### src/rtl/line_rasterizer.sv
// Bresenham line rasterizer: accepts one line in IDLE and streams its pixels with
// valid/ready handshake, followed by a single-cycle done pulse.
module line_rasterizer #(
    parameter int X_W     = 10,
    parameter int Y_W     = 10,
    parameter int COLOR_W = 8
) (
    input  logic               clk,
    input  logic               n_rst,
    input  logic               start,
    input  logic [X_W-1:0]     x0,
    input  logic [Y_W-1:0]     y0,
    input  logic [X_W-1:0]     x1,
    input  logic [Y_W-1:0]     y1,
    input  logic [COLOR_W-1:0] color,
    output logic               busy,
    output logic               pix_valid,
    input  logic               pix_ready,
    output logic [X_W-1:0]     pix_x,
    output logic [Y_W-1:0]     pix_y,
    output logic [COLOR_W-1:0] pix_color,
    output logic               done
);
    localparam int W = ((X_W > Y_W) ? X_W : Y_W) + 2;

    typedef enum logic [1:0] {IDLE, SETUP, DRAW, DONE} state_t;

    state_t               state_reg;
    logic [X_W-1:0]       x0_reg, x1_reg, x_reg;
    logic [Y_W-1:0]       y0_reg, y1_reg, y_reg;
    logic [COLOR_W-1:0]   color_reg;
    logic signed [W-1:0]  dx_reg, dy_reg, err_reg;
    logic                 sx_neg_reg, sy_neg_reg;
    logic                 busy_reg, pix_valid_reg, done_reg;

    logic signed [W-1:0]  diff_x, diff_y, abs_x, abs_y, err_next;
    logic signed [W:0]    e2, dx_ext, dy_ext;
    logic                 step_x, step_y, at_end;
    logic [X_W-1:0]       x_next;
    logic [Y_W-1:0]       y_next;

    always_comb begin
        diff_x   = $signed({{(W-X_W){1'b0}}, x1_reg}) - $signed({{(W-X_W){1'b0}}, x0_reg});
        diff_y   = $signed({{(W-Y_W){1'b0}}, y1_reg}) - $signed({{(W-Y_W){1'b0}}, y0_reg});
        abs_x    = diff_x[W-1] ? -diff_x : diff_x;
        abs_y    = diff_y[W-1] ? -diff_y : diff_y;
        // e2 is one bit wider than err so doubling can never overflow
        e2       = {err_reg, 1'b0};
        dx_ext   = {dx_reg[W-1], dx_reg};
        dy_ext   = {dy_reg[W-1], dy_reg};
        step_x   = (e2 >= dy_ext);
        step_y   = (e2 <= dx_ext);
        err_next = err_reg + (step_x ? dy_reg : '0) + (step_y ? dx_reg : '0);
        x_next   = x_reg;
        y_next   = y_reg;
        if (step_x) x_next = sx_neg_reg ? x_reg - X_W'(1) : x_reg + X_W'(1);
        if (step_y) y_next = sy_neg_reg ? y_reg - Y_W'(1) : y_reg + Y_W'(1);
        at_end   = (x_reg == x1_reg) && (y_reg == y1_reg);
    end

    always_ff @(posedge clk) begin
        if (!n_rst) begin
            state_reg     <= IDLE;
            x0_reg        <= '0;
            y0_reg        <= '0;
            x1_reg        <= '0;
            y1_reg        <= '0;
            x_reg         <= '0;
            y_reg         <= '0;
            color_reg     <= '0;
            dx_reg        <= '0;
            dy_reg        <= '0;
            err_reg       <= '0;
            sx_neg_reg    <= 1'b0;
            sy_neg_reg    <= 1'b0;
            busy_reg      <= 1'b0;
            pix_valid_reg <= 1'b0;
            done_reg      <= 1'b0;
        end else begin
            case (state_reg)
                IDLE: begin
                    if (start) begin
                        x0_reg    <= x0;
                        y0_reg    <= y0;
                        x1_reg    <= x1;
                        y1_reg    <= y1;
                        color_reg <= color;
                        busy_reg  <= 1'b1;
                        state_reg <= SETUP;
                    end
                end
                SETUP: begin
                    dx_reg        <= abs_x;
                    dy_reg        <= -abs_y;
                    err_reg       <= abs_x - abs_y;
                    sx_neg_reg    <= !(x0_reg < x1_reg);
                    sy_neg_reg    <= !(y0_reg < y1_reg);
                    x_reg         <= x0_reg;
                    y_reg         <= y0_reg;
                    pix_valid_reg <= 1'b1;
                    state_reg     <= DRAW;
                end
                DRAW: begin
                    if (pix_ready) begin
                        if (at_end) begin
                            pix_valid_reg <= 1'b0;
                            done_reg      <= 1'b1;
                            state_reg     <= DONE;
                        end else begin
                            err_reg <= err_next;
                            x_reg   <= x_next;
                            y_reg   <= y_next;
                        end
                    end
                end
                DONE: begin
                    done_reg  <= 1'b0;
                    busy_reg  <= 1'b0;
                    state_reg <= IDLE;
                end
                default: state_reg <= IDLE;
            endcase
        end
    end

    assign busy      = busy_reg;
    assign pix_valid = pix_valid_reg;
    assign pix_x     = x_reg;
    assign pix_y     = y_reg;
    assign pix_color = color_reg;
    assign done      = done_reg;
endmodule

### config.mk
export PLATFORM = sky130hd
export DESIGN_NAME = line_rasterizer
export DESIGN_NICKNAME = d
export VERILOG_FILES = /design/src/rtl/line_rasterizer.sv
export SDC_FILE = /design/constraint.sdc
export NUM_CORES = 1
export LEC_CHECK = 0
export BUFFER_PORTS_ARGS = -buffer_cell sky130_fd_sc_hd__buf_2
export CAP_MARGIN = 20
export CORE_MARGIN = 2
export CORE_UTILIZATION = 40
export CTS_CLUSTER_SIZE = 16
export DETAILED_ROUTE_END_ITERATION = 16
export GPL_TIMING_DRIVEN = 1
export PLACE_DENSITY = 0.63
export SLEW_MARGIN = 20
export SYNTH_ARGS = -nofsm -noshare
export SYNTH_HDL_FRONTEND = slang
export SYNTH_SLANG_ARGS = --single-unit
export TNS_END_PERCENT = 10
### constraint.sdc
create_clock -name clk -period 6.3 [get_ports clk]
set_input_delay 1.26 -clock clk [delete_from_list [all_inputs] [get_ports clk]]
set_output_delay 1.26 -clock clk [all_outputs]
set_load 0.005 [all_outputs]
Yosys cells after proc, flatten, opt, wreduce, memory -nomap -nowiden

Index checks and enable logic that the tools add are counted.

Output and inout port bits: 31
Logic and storage cells: 87
Flip-flop bits (word level): 111

Reductions and logical operators: 15
Equality and inequality tests: 11
Add/subtract/negate cells: 12
Magnitude comparators: 4
Mux-type cells: 29

Operators with widths:

| operator                                                              | number |
|---|---|
| 10-bit 2-to-1 mux                                                     | 8 |
| 12-bit 2-to-1 mux                                                     | 6 |
| 10-bit one-hot mux with 2 select lines                                | 2 |
| 12-bit adder                                                          | 2 |
| 11-bit negation with 12-bit output                                    | 2 |
| 12-bit one-hot mux with 2 select lines                                | 1 |
| 10-bit by 10-bit subtractor with 11-bit output                        | 2 |
| 10-bit by 1-bit adder with 10-bit output (second input constant)      | 2 |
| 10-bit == test                                                        | 2 |
| 10-bit less-than comparator                                           | 2 |
| 10-bit by 1-bit subtractor with 10-bit output (second input constant) | 2 |
| 13-bit by 12-bit greater-or-equal comparator with 1-bit output        | 1 |
| 13-bit by 12-bit <= comparator with 1-bit output                      | 1 |
| 2-bit != test (second input constant)                                 | 6 |
| 12-bit negation                                                       | 1 |
| 3-bit AND reduction                                                   | 4 |
| 12-bit subtractor                                                     | 1 |
| 2-bit one-hot mux with 4 select lines                                 | 1 |
| 4-bit AND reduction                                                   | 2 |
| 2-bit 2-to-1 mux                                                      | 3 |
| 1-bit one-hot mux with 2 select lines                                 | 3 |
| 2-bit nonzero test                                                    | 3 |
| 1-bit 2-to-1 mux                                                      | 5 |
| 2-bit == test (second input constant)                                 | 2 |
| other kinds (5)                                                       | 7 |

Depth between registers and ports, before layout

Gate-level depths: netlist of the first run.

Word-level depth: 7
Depth in mapped cells: 22
Depth with buffers taken out: 22

Worst setup path before layout of the first run

OpenSTA, ideal clock, no wires.

Path type: reg-to-reg
From: register x0_reg[0]
To: register err_reg[11]
Cell stages (with the launch flop): 22
Path slack: 1.877 ns
Library setup time: 0.079 ns
Data arrival time: 4.344 ns
Cells stage by stage: dfxtp_1 ha_1 inv_1 fa_1 a21o_1 a21oi_1 o21bai_1 a2111oi_0 o31a_1 nor2_1 a21oi_1 inv_1 ha_1 nor2b_1 o21ai_0 a21boi_0 o21ai_0 a21oi_1 a31oi_1 o21bai_1 a2111o_1 o211ai_1

Longest elaborated chain between the ends: 5

Ends and longest elaborated chain:

| item                                             | RTL line | RTL |
|---|---|---|
| start, declared                                  | 29       | `logic [X_W-1:0] x0_reg, x1_reg, x_reg;` |
| start signal, assigned                           | 64       | `x0_reg <= '0;` |
| start signal, assigned                           | 83       | `x0_reg <= x0;` |
| 10-bit by 10-bit subtractor with 11-bit output * | 43       | `diff_x = $signed({{(W-X_W){1'b0}}, x1_reg}) - $signed({{(W-X_W){1'b0}}, x0_reg});` |
| 11-bit negation with 12-bit output               | 45       | `abs_x = diff_x[W-1] ? -diff_x : diff_x;` |
| 12-bit 2-to-1 mux *                              | 45       |  |
| named net abs_x[1]                               | 36       | `logic signed [W-1:0] diff_x, diff_y, abs_x, abs_y, err_next;` |
| 12-bit subtractor *                              | 95       | `err_reg <= abs_x - abs_y;` |
| 12-bit one-hot mux with 2 select lines *         | 80       | `case (state_reg)` |
| end signal, assigned                             | 95       |  |
| end signal, assigned                             | 110      | `err_reg <= err_next;` |
| end, declared                                    | 32       | `logic signed [W-1:0] dx_reg, dy_reg, err_reg;` |

The timed path passes the listed nets; every way through them passes the cells marked *.
A chain may end at the register's enable or synchronous reset.

Worst setup path in the final report of the first run

Ends and elaborated chain as after synthesis.

==> reports/metrics.yaml, run 1 <==
cp-end-kind: "flop"
syn_inst: 1103
clock-sinks: 111
tritoncts: "built"
synth_compound_area_share_pct: 20.1
synth.net_count: 1260
h-tree-depth: 3
num_antenna_cells: 0
clk_transition_reported_paths_ns: 0.08
synth.area.mux_share_pct: 2.93
slew_viol_final: 0
fin_skew_ns: 0.0155
final_common_cell: "nand2_1"
routed_wl_um: 22700
fp.dieH_um: 151
avgSynthCellArea_sq_um: 7.83
die_w_um: 151
rsz0062_at_grt: "no"
final_cell_mix: "148 x nand2_1, 111 x dfxtp_1, 110 x a21oi_1"
rows: 53
fillers: 2139
setup_viol: 0
clockRootBuffer: "clkbuf_16"
drtIter0Drc: 334
max_stage_delay_ns: 0.70
tns_ns: 0
grt_pass1_vias: 7337
yosysWarnings: 0
cap_violations: 0
cts_buffers: 9
gp_congestion: 0.879
drt_first_pass_iters: 5
antenna_found_initial: 0
relSlewSlack_pct: 36.2
status: "finished clean"
path_cells: "ha_1, inv_1, fa_1, a21o_1, a21oi_1, o21bai_1, a2111oi_0, o31a_1, nor2_1, a21oi_1, inv_1, ha_1, nor2b_1, o21ai_0, a21boi_0, o21ai_0, a21oi_1, a31oi_1, o21bai_1, a2111o_1, o211ai_1"
grt_max_degree: 62
port_buffers: 82
path_delay_family: "compound AO/OA/AOI/OAI gates"
tightest_slew_ns: 0.957
async_flop_share_pct: 0
post-cts-setup-buffers: 0
min_period_over_period_pct: 79.3
hpwlAfterDp_um: 17300
post_drt_wl_per_cell_um: 15.8
start_util_pct: 40.9
crit_path_max_fanout: 6
nets: 1313
critical-path-slowest-cell: "a2111oi_0"
min_path_type: "flop to flop"
synth_xor_area_share_pct: 8.98
path_class: "flop to flop"
area_growth_pct: 10.7
ctsHoldBuffers: 0
cp_common_cell: "a21oi_1"
fp.dieArea_sq_um: 22800
final.min_clock_period_ns: 5.00
ys_seq_area_share_pct: 25.7
crit_required_ns: 6.60
grt_pass1_wl_um: 37000
routed_via_density: 5.33
drive_gt1_share_pct: 10.7
synthFlopType: "dfxtp_1"
grt_util_all_layers_pct: 20.4
vias: 7649
clock_path_buffers: 2
syn_area_sq_um: 8630
max_freq_mhz: 200
synth_top_family_by_area: "compound AO/OA/AOI/OAI gates"
crit_buf_inv: 2
synth_simple_gate_area_share_pct: 19.4
synth_adder_area_share_pct: 16.7
cts_resized: 0
setup.worst_path.start_class: "flop"
overflow: 0
clock_latency_ns: 0.37
synth-seq-cells: 111
hold_viol: 0
synth_edf_count: 0
drc: 0
critPathArrivalTime_ns: 5.29
pin_count: 83
ys_types: 72
core_sq_um: 21100
ant_nets: 0
==> cells in the mapped netlist, types with 21 or more instances <==
library cell	n	area share, %
inv_1	91	4.0
a21oi_1	110	6.4
dfxtp_1	111	26
mux2i_1	23	2.7
ha_1	88	13
nor2_1	102	4.4
o21ai_0	42	2.4
xnor2_1	54	5.5
a21o_1	21	1.8
clkbuf_1	37	1.6
nand2_1	148	6.4
xor2_1	27	2.7
==> layout make-up <==
cell class / instances / area [sq um] / area share, %
Clock inverter: 6 / 62.6 / 0.654
Tap cell: 275 / 344 / 3.60
Timing Repair Buffer: 89 / 463 / 4.84
Multi-Input combinational cell: 854 / 5900 / 61.7
Sequential cell: 111 / 2220 / 23.2
Inverter: 91 / 342 / 3.57
Clock buffer: 10 / 229 / 2.39
==> cell families after synthesis <==
family,Yosys count
and+or+nand+nor,367
AOI/OAI and AO/OA,273
buffers and inverters,138
DFF,111
adders and majority gates,105
xor gates and xnor gates,84
muxes,25
==> through the flow <==
step | area (sq um) | hold slack [ns] | worst slack [ns] | utilization [%] | std cells
4_1_cts | 9550 | 0.456 | 1.31 | 45.3 | 1436
5_1_grt | 9560 | 0.472 | 0.672 | 45.3 | 1436
2_1_floorplan | 8630 | 0.436 | 1.88 | - | 1103
3_5_place_dp | 9260 | 0.446 | 1.35 | 43.9 | 1420
6_report | 9560 | 0.453 | 1.30 | 45.3 | 1436
3_3_place_gp | 9260 | 0.440 | 1.45 | 43.9 | 1420
==> path summary, 6_finish.rpt <==
check	slack [ns]	start	endpoint	cells after the start
setup / recovery	1.30	x0_reg[0]	err_reg[11]	21
hold / removal	0.45	pix_color[7]	pix_color[7]	2
setup reg to reg	1.30	x0_reg[0]	err_reg[11]	21
hold reg to reg	0.45	pix_color[7]	pix_color[7]	2
==> worst reg2reg max path, cell delays in order, from the launching register on <==
cell and delay, ns:
dfxtp_1 0.37, ha_1 0.18, inv_1 0.05, fa_1 0.41, a21o_1 0.18, a21oi_1 0.22
o21bai_1 0.11, a2111oi_0 0.70, o31a_1 0.35, nor2_1 0.06, a21oi_1 0.28, inv_1 0.08
ha_1 0.27, nor2b_1 0.12, o21ai_0 0.19, a21boi_0 0.15, o21ai_0 0.22, a21oi_1 0.14
a31oi_1 0.27, o21bai_1 0.09, a2111o_1 0.40, o211ai_1 0.07
==> layer usage <==
layer | share of wire [%] | wire length (um) | vias up | GRT usage [%]
li1 | - | - | 3924 | -
met1 | 48 | 10900 | 3487 | 28.0
met2 | 44 | 10000 | 197 | 32.7
met3 | 4.6 | 1040 | 41 | 2.59
met4 | 3.2 | 736 | 0 | 8.08
met5 | 0 | 0 | - | 0
Power of run 1 is left out: the tool's default activity adds up to more than one toggle a clock period on the data nets, which glitch-free logic cannot reach.
==> run 2: changes to the inputs <==
clock period = 4.79 ns   (was 6.3 ns; I/O delays follow)
==> run 2 against run 1 <==
- first-iteration DRC count up 5.7%
- critical path depth is 1 lower
- clock-buffer cell count is 1 lower
- setup slack worse by 0.97 ns
- global-route usage grew 0.53 points
- worst hold slack improved by 0.0034 ns
- fmax grew 12%
- flip-flop and latch count unchanged
- largest cell class unchanged
==> reports/metrics.yaml, run 2 (synthesis results as in run 1) <==
stdcell_count: 1445
clock-sinks: 111
rr_endpoint: "err_reg[11]"
regArea_sq_um: 2220
core_sq_um: 21100
cp-end-kind: "flop"
clock_path_buffers: 2
grt_max_degree: 50
pin_count: 83
utilization_pct: 45.7
hpwlAfterDp_um: 17600
status: "finished clean"
setup_viol: 0
nets: 1322
reg2regPathDepth: 20
min_path_type: "flop to flop"
min_period_over_period_pct: 93.0
clockRootBuffer: "clkbuf_16"
cts_buffers: 9
r2r_slack_ns: 0.34
cp-startpoint: "dx_reg[10]"
drt_first_pass_iters: 5
clk_transition_reported_paths_ns: 0.08
final_cell_mix: "148 x nand2_1, 111 x dfxtp_1, 110 x a21oi_1"
gp_congestion: 0.882
critPathArrivalTime_ns: 4.70
crit_required_ns: 5.04
max_freq_mhz: 225
drive_gt1_share_pct: 11.7
fin_skew_ns: 0.00992
endpoint: "err_reg[11]"
path_delay_family: "adder cells"
tns_ns: 0
ant_nets: 0
setup.worst_path.start_class: "flop"
routed_via_density: 5.36
relSlewSlack_pct: 26.6
tritoncts: "built"
h-tree-depth: 3
crit_buf_inv: 2
ctsHoldBuffers: 0
max_stage_delay_ns: 0.50
vias: 7743
area_growth_pct: 11.7
port_buffers: 82
antenna_found_initial: 0
critical-path-slowest-cell: "fa_1"
cp_num_cells: 20
slew_viol_final: 0
clock_latency_ns: 0.37
cap_violations: 0
tightest_slew_ns: 1.10
multi_input_area_sq_um: 5910
overflow: 0
fillers: 2174
hold_viol: 0
grt_pass1_wl_um: 37700
path_class: "flop to flop"
routed_wl_um: 22900
grt_pass1_vias: 7298
final_common_cell: "nand2_1"
placed_cells: 1428
grt_util_all_layers_pct: 20.9
rows: 53
num_antenna_cells: 0
die_w_um: 151
start_util_pct: 40.9
drc: 0
path_cells: "inv_1, ha_1, nand4_1, or2_2, o221ai_1, and2_1, nor2_1, fa_1, ha_1, inv_1, fa_1, nor2b_1, o21ai_0, a21boi_0, o21ai_1, a21oi_1, a21o_1, a21oi_1, xnor2_1, o211ai_1"
crit_path_max_fanout: 5
fp.dieArea_sq_um: 22800
post_drt_wl_per_cell_um: 15.9
fp.dieH_um: 151
final.min_clock_period_ns: 4.45
timing.rr.start: "dx_reg[10]"
drtIter0Drc: 353
run 2: cell count changes in the layout (fill, tap and decap cells not counted), moves of 2 or more:
cell and change:
a2111oi_0 -2, o21ai_0 -3, inv_6 +2, clkinv_4 -2, o21ai_1 +3, buf_4 +9
run 2: worst min-delay path by stage:
| stage | startpoint | to | cells after the start |
|---|---|---|---|
| finish | y0_reg[7] | y0_reg[7] | 2 |
| global route | y0_reg[7] | y0_reg[7] | 2 |
| CTS | pix_color[5] | pix_color[5] | 2 |
| detailed placement | pix_color[5] | pix_color[5] | 2 |
| global placement | pix_color[7] | pix_color[7] | 2 |
| floorplan | x0_reg[2] | x0_reg[2] | 2 |
run 2: stage by stage:
stage / hold slack (ns) / setup slack [ns] / area, sq um
floorplan: 0.436 / 0.367 / 8630
global placement: 0.441 / 0.357 / 9320
detailed placement: 0.446 / 0.278 / 9320
CTS: 0.459 / 0.222 / 9620
global route: 0.484 / -0.0209 / 9640
finish: 0.457 / 0.337 / 9640
run 2: metal layers:
metal	up-vias	share of wire, %	track usage, %
li1	3944	-	-
met1	3589	48	29.6
met2	192	46	33.8
met3	18	4.4	2.41
met4	0	1.6	5.98
met5	-	0	0
run 2: layout make-up:
| type | instances | area share, % |
|---|---|---|
| Inverter | 91 | 3.54 |
| Timing Repair Buffer | 98 | 5.50 |
| Clock inverter | 7 | 0.753 |
| Tap cell | 275 | 3.57 |
| Clock buffer | 9 | 2.34 |
| Sequential cell | 111 | 23.0 |
| Multi-Input combinational cell | 854 | 61.3 |
run 2: worst register-to-register path: stages, from the launching register on:
cell      delay, ns
dfxtp_1        0.35
inv_1          0.07
ha_1           0.30
nand4_1        0.12
or2_2          0.32
o221ai_1       0.21
and2_1         0.36
nor2_1         0.10
fa_1           0.50
ha_1           0.18
inv_1          0.06
fa_1           0.40
nor2b_1        0.11
o21ai_0        0.10
a21boi_0       0.27
o21ai_1        0.12
a21oi_1        0.24
a21o_1         0.16
a21oi_1        0.09
xnor2_1        0.18
o211ai_1       0.11
run 2: what timing repair did:
item / 4_1_cts / 5_1_grt
gates resized for setup: 0 / 9
setup endpoints to repair: 0 / 4
buffers inserted: 0 / 1
endpoints found under the hold margin: 0 / 0
Power of run 2 is left out for the same reason.
